`src/rtl/ps2_keycode_pkg.sv`:
```
// -----------------------------------------------------------------------------
// ps2_keycode_pkg
// Shared types and constants for the PS/2 keyboard keycode block:
//   - receiver FSM state encoding
//   - internal key identifiers and held-mask bit positions
//   - PS/2 set-2 scancodes the decoder recognises
//   - output keycodes handed to the doodle motion block
//   - small helpers mapping between scancodes, keys, masks and output codes
// -----------------------------------------------------------------------------
package ps2_keycode_pkg;

  typedef enum logic [1:0] {
    RX_IDLE   = 2'd0,
    RX_DATA   = 2'd1,
    RX_PARITY = 2'd2,
    RX_STOP   = 2'd3
  } rx_state_e;

  typedef enum logic [1:0] {
    KEY_NONE  = 2'd0,
    KEY_A     = 2'd1,
    KEY_D     = 2'd2,
    KEY_SPACE = 2'd3
  } key_e;

  // Scancodes (set 2)
  localparam logic [7:0] SC_BREAK = 8'hF0;
  localparam logic [7:0] SC_EXT   = 8'hE0;
  localparam logic [7:0] SC_A     = 8'h1C;
  localparam logic [7:0] SC_D     = 8'h23;
  localparam logic [7:0] SC_SPACE = 8'h29;

  // Output keycodes
  localparam logic [7:0] KC_LEFT  = 8'h04;
  localparam logic [7:0] KC_RIGHT = 8'h07;
  localparam logic [7:0] KC_JUMP  = 8'h1C;
  localparam logic [7:0] KC_NONE  = 8'h00;

  // Held-mask layout
  localparam int HELD_W     = 3;
  localparam int HELD_A     = 0;
  localparam int HELD_D     = 1;
  localparam int HELD_SPACE = 2;

  function automatic key_e scan_to_key(input logic [7:0] sc);
    key_e k;
    case (sc)
      SC_A:     k = KEY_A;
      SC_D:     k = KEY_D;
      SC_SPACE: k = KEY_SPACE;
      default:  k = KEY_NONE;
    endcase
    return k;
  endfunction

  function automatic logic [HELD_W-1:0] key_mask(input key_e k);
    logic [HELD_W-1:0] m;
    m = '0;
    case (k)
      KEY_A:     m[HELD_A]     = 1'b1;
      KEY_D:     m[HELD_D]     = 1'b1;
      KEY_SPACE: m[HELD_SPACE] = 1'b1;
      default:   m = '0;
    endcase
    return m;
  endfunction

  function automatic logic [7:0] key_to_code(input key_e k);
    logic [7:0] c;
    case (k)
      KEY_A:     c = KC_LEFT;
      KEY_D:     c = KC_RIGHT;
      KEY_SPACE: c = KC_JUMP;
      default:   c = KC_NONE;
    endcase
    return c;
  endfunction

endpackage

```
`src/rtl/ps2_keycode_rx.sv`:
```
// -----------------------------------------------------------------------------
// ps2_rx_frame
// PS/2 device-to-host frame receiver: 2-FF synchronizers on the raw PS/2 lines,
// falling-edge detect, 11-bit frame FSM (start, 8 data LSB first, odd parity,
// stop) and a mid-frame inactivity timeout.
//
// Ports
//   Clk           in   system clock (50 MHz)
//   Reset_n       in   asynchronous active-low reset
//   ps2_clk_i     in   raw PS/2 clock (asynchronous, idle high)
//   ps2_data_i    in   raw PS/2 data (asynchronous, idle high)
//   byte_o        out  last accepted byte (valid with byte_valid_o)
//   byte_valid_o  out  one-Clk pulse, the Clk after the stop-bit sample
//   err_o         out  one-Clk pulse on parity, stop-bit or timeout error
//
// state     | meaning
// ----------+--------------------------------------------------
// RX_IDLE   | waiting for a start bit (falling edge with data 0)
// RX_DATA   | shifting in 8 data bits, LSB first
// RX_PARITY | sampling the odd-parity bit
// RX_STOP   | sampling the stop bit, accept or drop the byte
// -----------------------------------------------------------------------------
module ps2_rx_frame
  import ps2_keycode_pkg::*;
#(
  parameter int TIMEOUT_CYC = 5000
) (
  input  logic       Clk,
  input  logic       Reset_n,
  input  logic       ps2_clk_i,
  input  logic       ps2_data_i,
  output logic [7:0] byte_o,
  output logic       byte_valid_o,
  output logic       err_o
);

  localparam int TW = $clog2(TIMEOUT_CYC + 1);
  localparam logic [TW-1:0] TMO_LAST = TW'(TIMEOUT_CYC - 1);

  logic clk_meta_q, clk_sync_q, clk_prev_q;
  logic data_meta_q, data_sync_q;
  logic fall;

  rx_state_e     state_q, state_d;
  logic [7:0]    shift_q, shift_d;
  logic [2:0]    bit_cnt_q, bit_cnt_d;
  logic          par_ok_q, par_ok_d;
  logic [TW-1:0] tmo_q, tmo_d;
  logic [7:0]    byte_q, byte_d;
  logic          valid_q, valid_d;
  logic          err_q, err_d;

  // Synchronizers idle high so release from reset never looks like an edge.
  always_ff @(posedge Clk or negedge Reset_n) begin
    if (!Reset_n) begin
      clk_meta_q  <= 1'b1;
      clk_sync_q  <= 1'b1;
      clk_prev_q  <= 1'b1;
      data_meta_q <= 1'b1;
      data_sync_q <= 1'b1;
    end else begin
      clk_meta_q  <= ps2_clk_i;
      clk_sync_q  <= clk_meta_q;
      clk_prev_q  <= clk_sync_q;
      data_meta_q <= ps2_data_i;
      data_sync_q <= data_meta_q;
    end
  end

  assign fall = clk_prev_q & ~clk_sync_q;

  always_ff @(posedge Clk or negedge Reset_n) begin
    if (!Reset_n) begin
      state_q   <= RX_IDLE;
      shift_q   <= '0;
      bit_cnt_q <= '0;
      par_ok_q  <= 1'b0;
      tmo_q     <= '0;
      byte_q    <= '0;
      valid_q   <= 1'b0;
      err_q     <= 1'b0;
    end else begin
      state_q   <= state_d;
      shift_q   <= shift_d;
      bit_cnt_q <= bit_cnt_d;
      par_ok_q  <= par_ok_d;
      tmo_q     <= tmo_d;
      byte_q    <= byte_d;
      valid_q   <= valid_d;
      err_q     <= err_d;
    end
  end

  always_comb begin
    state_d   = state_q;
    shift_d   = shift_q;
    bit_cnt_d = bit_cnt_q;
    par_ok_d  = par_ok_q;
    tmo_d     = tmo_q;
    byte_d    = byte_q;
    valid_d   = 1'b0;
    err_d     = 1'b0;

    // Inactivity timer: restarts on every edge; an edge in the terminal cycle
    // wins over the timeout.
    if (state_q == RX_IDLE || fall) begin
      tmo_d = '0;
    end else if (tmo_q == TMO_LAST) begin
      tmo_d   = '0;
      state_d = RX_IDLE;
      err_d   = 1'b1;
    end else begin
      tmo_d = tmo_q + 1'b1;
    end

    if (fall) begin
      case (state_q)
        RX_IDLE: begin
          if (!data_sync_q) begin
            state_d   = RX_DATA;
            shift_d   = '0;
            bit_cnt_d = '0;
          end
        end
        RX_DATA: begin
          shift_d   = {data_sync_q, shift_q[7:1]};
          bit_cnt_d = bit_cnt_q + 3'd1;
          if (bit_cnt_q == 3'd7) state_d = RX_PARITY;
        end
        RX_PARITY: begin
          par_ok_d = ^{data_sync_q, shift_q};
          state_d  = RX_STOP;
        end
        RX_STOP: begin
          if (data_sync_q && par_ok_q) begin
            byte_d  = shift_q;
            valid_d = 1'b1;
          end else begin
            err_d = 1'b1;
          end
          state_d = RX_IDLE;
        end
        default: state_d = RX_IDLE;
      endcase
    end
  end

  assign byte_o       = byte_q;
  assign byte_valid_o = valid_q;
  assign err_o        = err_q;

endmodule

```
`src/rtl/ps2_keycode.sv`:
```
// -----------------------------------------------------------------------------
// ps2_keycode
// Turns a PS/2 keyboard stream into a held-key code for the doodle motion
// block. Tracks break (F0) and extended (E0) prefixes, a held mask for A, D and
// space, and the most recently pressed key so the newest held key wins.
//
// Ports
//   Clk        in   system clock (50 MHz)
//   Reset_n    in   asynchronous active-low reset
//   ps2_clk    in   raw PS/2 clock (asynchronous, idle high)
//   ps2_data   in   raw PS/2 data (asynchronous, idle high)
//   keycode    out  8'h04 left, 8'h07 right, 8'h1C jump, 8'h00 none
//   key_event  out  one-Clk pulse when the held mask changes
//   frame_err  out  one-Clk pulse when a frame is dropped
// -----------------------------------------------------------------------------
module ps2_keycode
  import ps2_keycode_pkg::*;
#(
  parameter int TIMEOUT_CYC = 5000
) (
  input  logic       Clk,
  input  logic       Reset_n,
  input  logic       ps2_clk,
  input  logic       ps2_data,
  output logic [7:0] keycode,
  output logic       key_event,
  output logic       frame_err
);

  logic [7:0] rx_byte;
  logic       rx_valid;
  logic       rx_err;

  ps2_rx_frame #(
    .TIMEOUT_CYC (TIMEOUT_CYC)
  ) u_rx (
    .Clk          (Clk),
    .Reset_n      (Reset_n),
    .ps2_clk_i    (ps2_clk),
    .ps2_data_i   (ps2_data),
    .byte_o       (rx_byte),
    .byte_valid_o (rx_valid),
    .err_o        (rx_err)
  );

  logic              brk_q, brk_d;
  logic              ext_q, ext_d;
  logic [HELD_W-1:0] held_q, held_d;
  key_e              last_key_q, last_key_d;
  key_e              key_hit;
  logic              key_event_q, key_event_d;
  logic [7:0]        keycode_q, keycode_d;

  always_ff @(posedge Clk or negedge Reset_n) begin
    if (!Reset_n) begin
      brk_q       <= 1'b0;
      ext_q       <= 1'b0;
      held_q      <= '0;
      last_key_q  <= KEY_NONE;
      key_event_q <= 1'b0;
      keycode_q   <= KC_NONE;
    end else begin
      brk_q       <= brk_d;
      ext_q       <= ext_d;
      held_q      <= held_d;
      last_key_q  <= last_key_d;
      key_event_q <= key_event_d;
      keycode_q   <= keycode_d;
    end
  end

  // Prefix/code decoder. Errored frames never raise rx_valid, so they leave
  // brk, ext and the held mask untouched.
  always_comb begin
    brk_d      = brk_q;
    ext_d      = ext_q;
    held_d     = held_q;
    last_key_d = last_key_q;
    key_hit    = KEY_NONE;

    if (rx_valid) begin
      if (rx_byte == SC_BREAK) begin
        brk_d = 1'b1;
      end else if (rx_byte == SC_EXT) begin
        ext_d = 1'b1;
      end else begin
        brk_d = 1'b0;
        ext_d = 1'b0;
        if (!ext_q) key_hit = scan_to_key(rx_byte);
        if (key_hit != KEY_NONE) begin
          if (brk_q) begin
            held_d = held_q & ~key_mask(key_hit);
          end else begin
            held_d     = held_q | key_mask(key_hit);
            last_key_d = key_hit;
          end
        end
      end
    end

    // Typematic repeats of a held key leave the mask unchanged: no event.
    key_event_d = (held_d != held_q);
  end

  // Output selection from registered state, so keycode trails the mask by one Clk.
  always_comb begin
    keycode_d = KC_NONE;
    if ((last_key_q != KEY_NONE) && ((held_q & key_mask(last_key_q)) != '0)) begin
      keycode_d = key_to_code(last_key_q);
    end else if (held_q[HELD_SPACE]) begin
      keycode_d = KC_JUMP;
    end else if (held_q[HELD_A]) begin
      keycode_d = KC_LEFT;
    end else if (held_q[HELD_D]) begin
      keycode_d = KC_RIGHT;
    end
  end

  assign keycode   = keycode_q;
  assign key_event = key_event_q;
  assign frame_err = rx_err;

endmodule

```
`config.mk`:
```
export PLATFORM = sky130hd
export DESIGN_NAME = ps2_keycode
export DESIGN_NICKNAME = d
export VERILOG_FILES = /design/src/rtl/ps2_keycode_pkg.sv /design/src/rtl/ps2_keycode_rx.sv /design/src/rtl/ps2_keycode.sv
export SDC_FILE = /design/constraint.sdc
export NUM_CORES = 1
export LEC_CHECK = 0
export ABC_AREA = 1
export CAP_MARGIN = 10
export CORE_UTILIZATION = 59
export CTS_CLUSTER_SIZE = 16
export DETAILED_ROUTE_END_ITERATION = 7
export PLACE_DENSITY = 0.87
export SLEW_MARGIN = 20
export SYNTH_ARGS = -nofsm -noshare
export SYNTH_HDL_FRONTEND = slang
export SYNTH_SLANG_ARGS = --single-unit
```
`constraint.sdc`:
```
create_clock -name Clk -period 1.78 [get_ports Clk]
set_input_delay 0.178 -clock Clk [delete_from_list [all_inputs] [get_ports Clk]]
set_output_delay 0.178 -clock Clk [all_outputs]
set_load 0.05 [all_outputs]
```
==> flow_results.org, run 1 <==
** Die
- Standard cell core area :: 0.00435 sq mm
- 14 I/O pins were placed.
- For this configuration, the core starts out at a cell density of 61.0%.
- Overall die height :: 69.1 um
- Area of the die :: 0.00477 sq mm
- Number of rows created at floorplan :: 24
- Die Wd :: 69.1 um

** Timing
- Setup repair after global routing missed its margin :: no
- Clock skew on the completed layout was measured at 0.0106 ns.
- Fin worst setup slack :: 0.124 ns
- The count of final hold-check violations is 0.
- For the pin with the worst max-slew slack, the measured transition is 0.511 ns.
- Setup-failing EPs final :: 0
- Counting I/O delays and the setup requirement, the final critical path takes 1.66 ns.
- Timing would allow up to 0.604 GHz.
- For the final routed database, the setup TNS stands at 0 ns.
- Max-slew violation total from the final report :: 0
- The worst pin sits at a relative slew slack of 65.8%.
- After layout, the worst path uses 93.0% of the clock period.

** Final layout
- Relative to the synthesized area, the layout overhead comes to 11.0%.
- For this run, the post-layout net count is 332.
- Cells with a size suffix above 1 make up 14.7% of the layout.
- Number of antenna cells inserted :: 0
- The filler cells instantiated in the layout total 307.
- Cells fill 67.7% of the core in the end.
- Post-Layout Cell Count :: 378

** Setup path
- Traced cell by cell, the critical path runs through clkdlybuf4s50_1.
- Data on the critical path is required at its endpoint by 1.60 ns.
- Grouping stages by cell kind, the critical path spends the most delay in buffers and inverters.
- Of all nets on the critical path, the largest fanout is 2.
- STA puts the critical path data arrival time at 1.48 ns.
- Category of the worst setup path capture point :: primary output
- The worst setup path is of the flop to primary output kind.
- STA classifies the critical path startpoint as a flop.
- On the critical path, the stage with the largest delay is an instance of sky130_fd_sc_hd__clkdlybuf4s50_1.
- Number of buffer and inverter instances along the worst setup path :: 1
- Instance count on the critical path :: 1
- In this design, the stage delay of the slowest critical-path cell is 0.81 ns.
- R2R cell count :: 10

** Global routing
- The first global-routing pass estimated 8250 um of wire.
- The via count of the first global-routing pass is 1917.
- The initial antenna violation count is 0.
- For this run, global-route usage on met2 was measured as 36.9%.
- After global routing, the most crowded layer is met2.
- Global routing consumed, on the met3 layer, 3.22% of the routing resources.
- Grt ovf :: 0
- Met1 Resource Use GR :: 27.3%
- GRT Util Overall :: 21.4%
- Pin count of the biggest net entering global routing :: 54

** Place
- Buffers placed on the I/O ports in this run total 10.
- Once detailed placement completed, the half-perimeter wirelength came to 3300 um.
- Placed Instances :: 368
- Final weighted congestion in routability-driven placement :: 0.841
- Prior to clock tree synthesis, the placed netlist has a worst setup slack of 0.186 ns.

** Power
- Summed over all cells, the static leakage comes to 1.37 nW.
- For this design the ratio of total power to cell area is 736 mW/mm^2.
- IR analysis of the VDD net gives a maximum drop of 606 uV.

** Clock network
- CTS placed an instance of sky130_fd_sc_hd__clkbuf_8 at the clock tree root.
- The clock passes through at most 2 buffers.
- Maximum level of the CTS H-tree :: 2
- Clock Pin Slew Worst Setup and Hold Paths :: 0.10 ns
- Clock sink total :: 53
- Number of CTS-inserted buffers :: 5
- Clock tree from TritonCTS :: yes
- Worst skew pair latency :: 0.31 ns

** Synthesis
- In the post-synthesis netlist, the biggest area contributors are sky130_fd_sc_hd__dfrtp_1 (45%), sky130_fd_sc_hd__nand2_1 (8.9%), sky130_fd_sc_hd__inv_1 (6.1%).
- Async set or reset register ratio after synthesis :: 100%
- Share of the synthesized area in the top cell type :: 45.2%
- The synthesized design contains 0 enable-type register cells.
- Synth Instances :: 308
- The commonest cells after synthesis are sky130_fd_sc_hd__nand2_1 (63), sky130_fd_sc_hd__dfrtp_1 (48), sky130_fd_sc_hd__inv_1 (43).
- In this run, synthesis produced a sequential element count of 53.
- Summing every instance area after synthesis gives 0.00266 sq mm.
- Cell with the most instances after synthesis :: sky130_fd_sc_hd__nand2_1
- Mean area per synthesized cell :: 8.62 sq um
- Most common flop cell mapped by yosys :: sky130_fd_sc_hd__dfrtp_1
- Number of distinct library cells after synthesis :: 34
- Summing the sequential cell areas from Yosys gives 50.2% of the chip area.
- Of all cell types, the one taking the most synthesized area is sky130_fd_sc_hd__dfrtp_1.
- During synthesis, Yosys emitted a total of 0 warnings.

** Job
- Max capacitance violation total :: 0

** Detailed routing
- Post-detailed-route via-to-cell ratio :: 5.34
- Vias after detailed routing :: 2018
- Count of routing violations after the opening detailed-route iteration :: 94
- In the final routed layout, each cell accounts on average for 12.6 um.
- Antenna-violating nets left :: 0
- Total Routed Length :: 4770 um
- Number of detailed-routing iterations run before antenna repair :: 4
- In the routed design, unresolved DRC markers number 0.

** Outcome
- The flow ran to the end, and the final reports show no timing, DRC or antenna violations.

** Hold path
- Cell depth of the worst min-delay path :: 1
- Path type of the worst min-delay path :: input port to flop
[final timing paths]
| path | start | slack [ns] | to |
|---|---|---|---|
| min in group asynchronous | Reset_n | 0.38 | u_rx.byte_o[6] |
| setup / recovery | keycode[1] | 0.12 | keycode[1] |
| hold / removal | ps2_clk | 0.27 | u_rx.clk_meta_q |
| hold reg to reg | u_rx.data_meta_q | 0.36 | u_rx.data_sync_q |
| setup reg to reg | u_rx.byte_o[7] | 0.24 | held_q[2] |
| max in group asynchronous | Reset_n | 1.11 | u_rx.clk_meta_q |
[layout make-up]
type                            instances  area (sq um)  share of cell area (%)
Tap cell                               52          65.1                    2.21
Sequential cell                        53          1330                    45.2
Clock inverter                          3          46.3                    1.57
Multi-Input combinational cell        199          1090                    36.9
Inverter                               52           195                    6.62
Clock buffer                            5          68.8                    2.33
Timing Repair Buffer                   14           153                    5.18
[report_power, final]
group	leakage, nW	switching, W	internal (W)
clock	0.0543	0.000398	0.000421
sequential	0.721	0.0000139	0.00122
combinational	0.592	0.0000806	0.0000327
[kinds of logic after synthesis]
kind of cell               count (synthesis)  synth area share (%)
and+or+nand+nor                          147                  27.8
buffers and inverters                     58                  9.18
DFF                                       53                  50.2
AOI/OAI and AO/OA                         36                  7.96
xor gates and xnor gates                  10                  3.30
adders and majority gates                  3                  1.41
other                                      1                 0.141
[stage by stage]
stage          total power [W]  area, sq um  hold slack [ns]
4_1_cts                0.00219         2930            0.267
2_1_floorplan          0.00133         2660           -0.118
3_5_place_dp           0.00137         2800            0.189
6_report               0.00217         2950            0.271
5_1_grt                0.00224         2950            0.260
3_3_place_gp           0.00137         2800            0.190
[layout by cell type (no fill, tap or decap), types with 4 or more instances in the layout]
cell	synthesis	final
sky130_fd_sc_hd__o22ai_1	7	7
sky130_fd_sc_hd__dfrtp_1	48	48
sky130_fd_sc_hd__dfstp_2	5	5
sky130_fd_sc_hd__nand2_2	6	6
sky130_fd_sc_hd__nor2_2	5	5
sky130_fd_sc_hd__xor2_1	7	7
sky130_fd_sc_hd__clkdlybuf4s50_1	0	9
sky130_fd_sc_hd__inv_2	9	9
sky130_fd_sc_hd__o21ai_0	12	12
sky130_fd_sc_hd__clkbuf_8	0	5
sky130_fd_sc_hd__a21oi_1	7	7
sky130_fd_sc_hd__nor2_4	4	4
sky130_fd_sc_hd__nor2_1	22	22
sky130_fd_sc_hd__nand4_1	11	11
sky130_fd_sc_hd__nand2_1	63	63
sky130_fd_sc_hd__nand3_1	22	22
sky130_fd_sc_hd__nor3_1	6	6
sky130_fd_sc_hd__inv_1	43	43
[layer usage]
| layer | vias to the layer above | share of wire, % |
|---|---|---|
| met5 | - | 0 |
| met4 | 0 | 1.9 |
| met3 | 11 | 2.4 |
| met2 | 32 | 49 |
| met1 | 947 | 46 |
| li1 | 1028 | - |
[state kept, by name, summed over array words and instances, names as in the netlist, 2 cells and up]
name and flops:
u_rx.bit_cnt_q 3, u_rx.tmo_q 13, keycode 3, last_key_q 2
held_q 3, u_rx.shift_q 8, u_rx.byte_o 8, u_rx.state_q 2
[timing repair]
| action | in CTS | in global routing |
|---|---|---|
| setup buffers | 0 | 1 |
| hold buffers | 1 | 0 |
| gates resized for setup | 0 | 0 |
| setup endpoints to repair | 0 | 1 |
| endpoints found under the hold margin | 48 | 0 |
No activity file was read; power rests on OpenSTA's default activity.
==> run 2, diff against run 1 <==
- CAP_MARGIN: 10 -> 25
==> results of run 2 <==
No change in the layout: final DEF, timing and power equal those of run 1.
==> run 3, diff against run 2 <==
- GPL_ROUTABILITY_DRIVEN: default -> 0
- PLACE_DENSITY: 0.87 -> 0.88
==> flow_results.org, run 3 (synthesis gave the netlist of run 1 again) <==
** Place
- Detailed Place HPWL :: 3520 um
- Input/output buffers :: 10
- Placed Instances :: 368

** Setup path
- R2R cell count :: 8
- CP Max Fanout :: 2
- Number of buffer and inverter instances along the worst setup path :: 1
- For flop-to-flop paths, the worst setup slack is 0.26 ns.
- Among all stages on the critical path, the largest delay is contributed by sky130_fd_sc_hd__clkdlybuf4s50_1.
- Critical Path Max Stage Delay :: 0.80 ns
- For the worst setup path, the data required time is 1.60 ns.
- Traced cell by cell, the critical path runs through clkdlybuf4s50_1.
- The worst setup path is of the flop to primary output kind.
- For the worst setup path, the data arrival time is 1.46 ns.
- Capturing point of the worst reg2reg path :: u_rx.tmo_q[12]
- STA classifies the critical path startpoint as a flop.
- Category of the worst setup path capture point :: primary output
- In this run the critical register-to-register path is launched from u_rx.tmo_q[0].
- On the critical path the largest part of the delay comes from buffers and inverters.

** Die
- Die Wd :: 69.1 um
- Effective utilization at floorplan :: 61.0%
- Overall die height :: 69.1 um
- The die covers 0.00477 sq mm.
- Standard cell core area :: 0.00435 sq mm
- Top Ports :: 14
- Number of rows created at floorplan :: 24

** Final layout
- Final-stage net count :: 332
- The register with the most flip-flops in the layout has 13 of them.
- For this run, the number of standard cells in the final layout without fillers is 378.
- Fraction of layout instances using a drive strength above 1 :: 14.7%
- Ranked by flip-flop count, first place goes to u_rx.tmo_q.
- Most common cell after layout, fill and taps aside :: sky130_fd_sc_hd__nand2_1
- Layout overhead on the synthesized area :: 11.7%
- For this run, the share of the core covered by cells in the final layout is 68.1%.
- The number of antenna diodes in the final layout is 0.
- Commonest non-fill, non-tap cells in the layout :: sky130_fd_sc_hd__nand2_1 (63), sky130_fd_sc_hd__dfrtp_1 (48), sky130_fd_sc_hd__inv_1 (43), sky130_fd_sc_hd__nand3_1 (22), sky130_fd_sc_hd__nor2_1 (22)

** Global routing
- The first global-routing pass estimated 8750 um of wire.
- Pin count of the biggest net entering global routing :: 47
- Grt met3 use :: 5.99%
- Met1 Resource Use GR :: 26.7%
- The total overflow left after global routing is 0.
- The global routing stage identified its most utilized layer as met2.
- Met2 usage in global routing :: 39.2%
- Global routing used 22.9% of the available tracks.
- The via count of the first global-routing pass is 2136.
- The initial antenna violation count came to 0.

** Power
- VDD sags by at most 625 uV.
- Static leakage power :: 1.38 nW
- Total power density per cell area :: 774 mW/mm^2

** Hold path
- The min-delay analysis places its worst path in the category input port to asynchronous set/reset pin.

** Timing
- Share of the cycle needed by the critical path after routing :: 92.1%
- Setup-failing EPs final :: 0
- Period minus WS final :: 1.64 ns
- The count of final hold-check violations came to 0.
- Setup total negative slack on the finished layout was measured at 0 ns.
- Maximum achievable frequency :: 0.610 GHz
- Worst slew slack as a fraction of its limit :: 66.4%
- Clock Skews :: 0.0157 ns
- For the pin with the worst max-slew slack, the measured transition is 0.502 ns.
- Setup repair after global routing missed its margin :: no
- The number of pins with negative max-slew slack in the final report came to 0.

** Clock network
- Clock Pin Slew Worst Setup and Hold Paths :: 0.10 ns
- The clock drives 53 sinks.
- CTS-repair resized insts :: 0
- Worst skew pair latency :: 0.31 ns
- In this run the clock root is driven by a sky130_fd_sc_hd__clkbuf_8.
- In this run the deepest clock path goes through 2 buffers.
- The H-tree was split into 2 levels.
- The number of clock buffers added by TritonCTS is 5.
- Clock tree from TritonCTS :: yes

** Detailed routing
- Routed length per instance :: 13.2 um
- DRC errors left :: 0
- Number of detailed-routing iterations run before antenna repair :: 4
- Antenna-violating nets left :: 0
- Total Routed Length :: 4970 um
- Vias after detailed routing :: 2161
- Post-detailed-route via-to-cell ratio :: 5.72
- The detailed router finished its first iteration with 161 violations.

** Job
- Max capacitance violation total :: 0

** Outcome
- Status :: complete, no violations
[run 3: changes by cell type in the layout (fill, tap and decap cells not counted), sizes merged]
cell	delta
bufinv	+1
clkinvlp	-1
[run 3: how the worst max path moves through the flow]
| stage | cells after the start | end | from |
|---|---|---|---|
| after floorplan | 8 | u_rx.byte_o[2] | u_rx.clk_prev_q |
| after global placement | 7 | u_rx.byte_o[1] | u_rx.clk_prev_q |
| after detailed placement | 7 | u_rx.byte_o[0] | u_rx.clk_prev_q |
| after CTS | 1 | keycode[0] | keycode[1] |
| after global routing | 1 | keycode[4] | keycode[3] |
| final | 1 | keycode[0] | keycode[1] |
[run 3: per-layer routing]
layer | vias to the layer above | wire length (um)
met5 | - | 0
met4 | 0 | 170
li1 | 1026 | -
met2 | 76 | 2440
met1 | 1033 | 2160
met3 | 26 | 197
[run 3: area by class of cell]
class	instances	area, sq um
sequential	53	1330
inverter	52	195
fill	317	1390
clock buffer	5	68.8
multi-input combinational	199	1090
clock inverter	3	65.1
tap	52	65.1
timing repair buffer	14	153
[run 3: timing repair]
action                                  CTS  global route
hold buffers                              1             0
hold endpoints to repair                  7             0
endpoints found under the setup margin    0             5
setup buffers                             0             1
[run 3: where the power goes]
group          internal [W]  total, W  switching [W]
clock network      0.000558  0.000944       0.000386
registers           0.00122   0.00124      0.0000139
logic             0.0000325  0.000114      0.0000815
total               0.00182   0.00230       0.000481
[run 3: stage by stage]
step / setup WS (ns) / hold slack, ns / power, W / instance area [sq um]
2_1_floorplan: 0.369 / -0.118 / 0.00133 / 2660
3_3_place_gp: 0.260 / 0.0451 / 0.00137 / 2800
3_5_place_dp: 0.164 / 0.0481 / 0.00137 / 2800
4_1_cts: 0.130 / 0.250 / 0.00231 / 2950
5_1_grt: 0.0899 / 0.261 / 0.00237 / 2970
6_report: 0.141 / 0.237 / 0.00230 / 2970
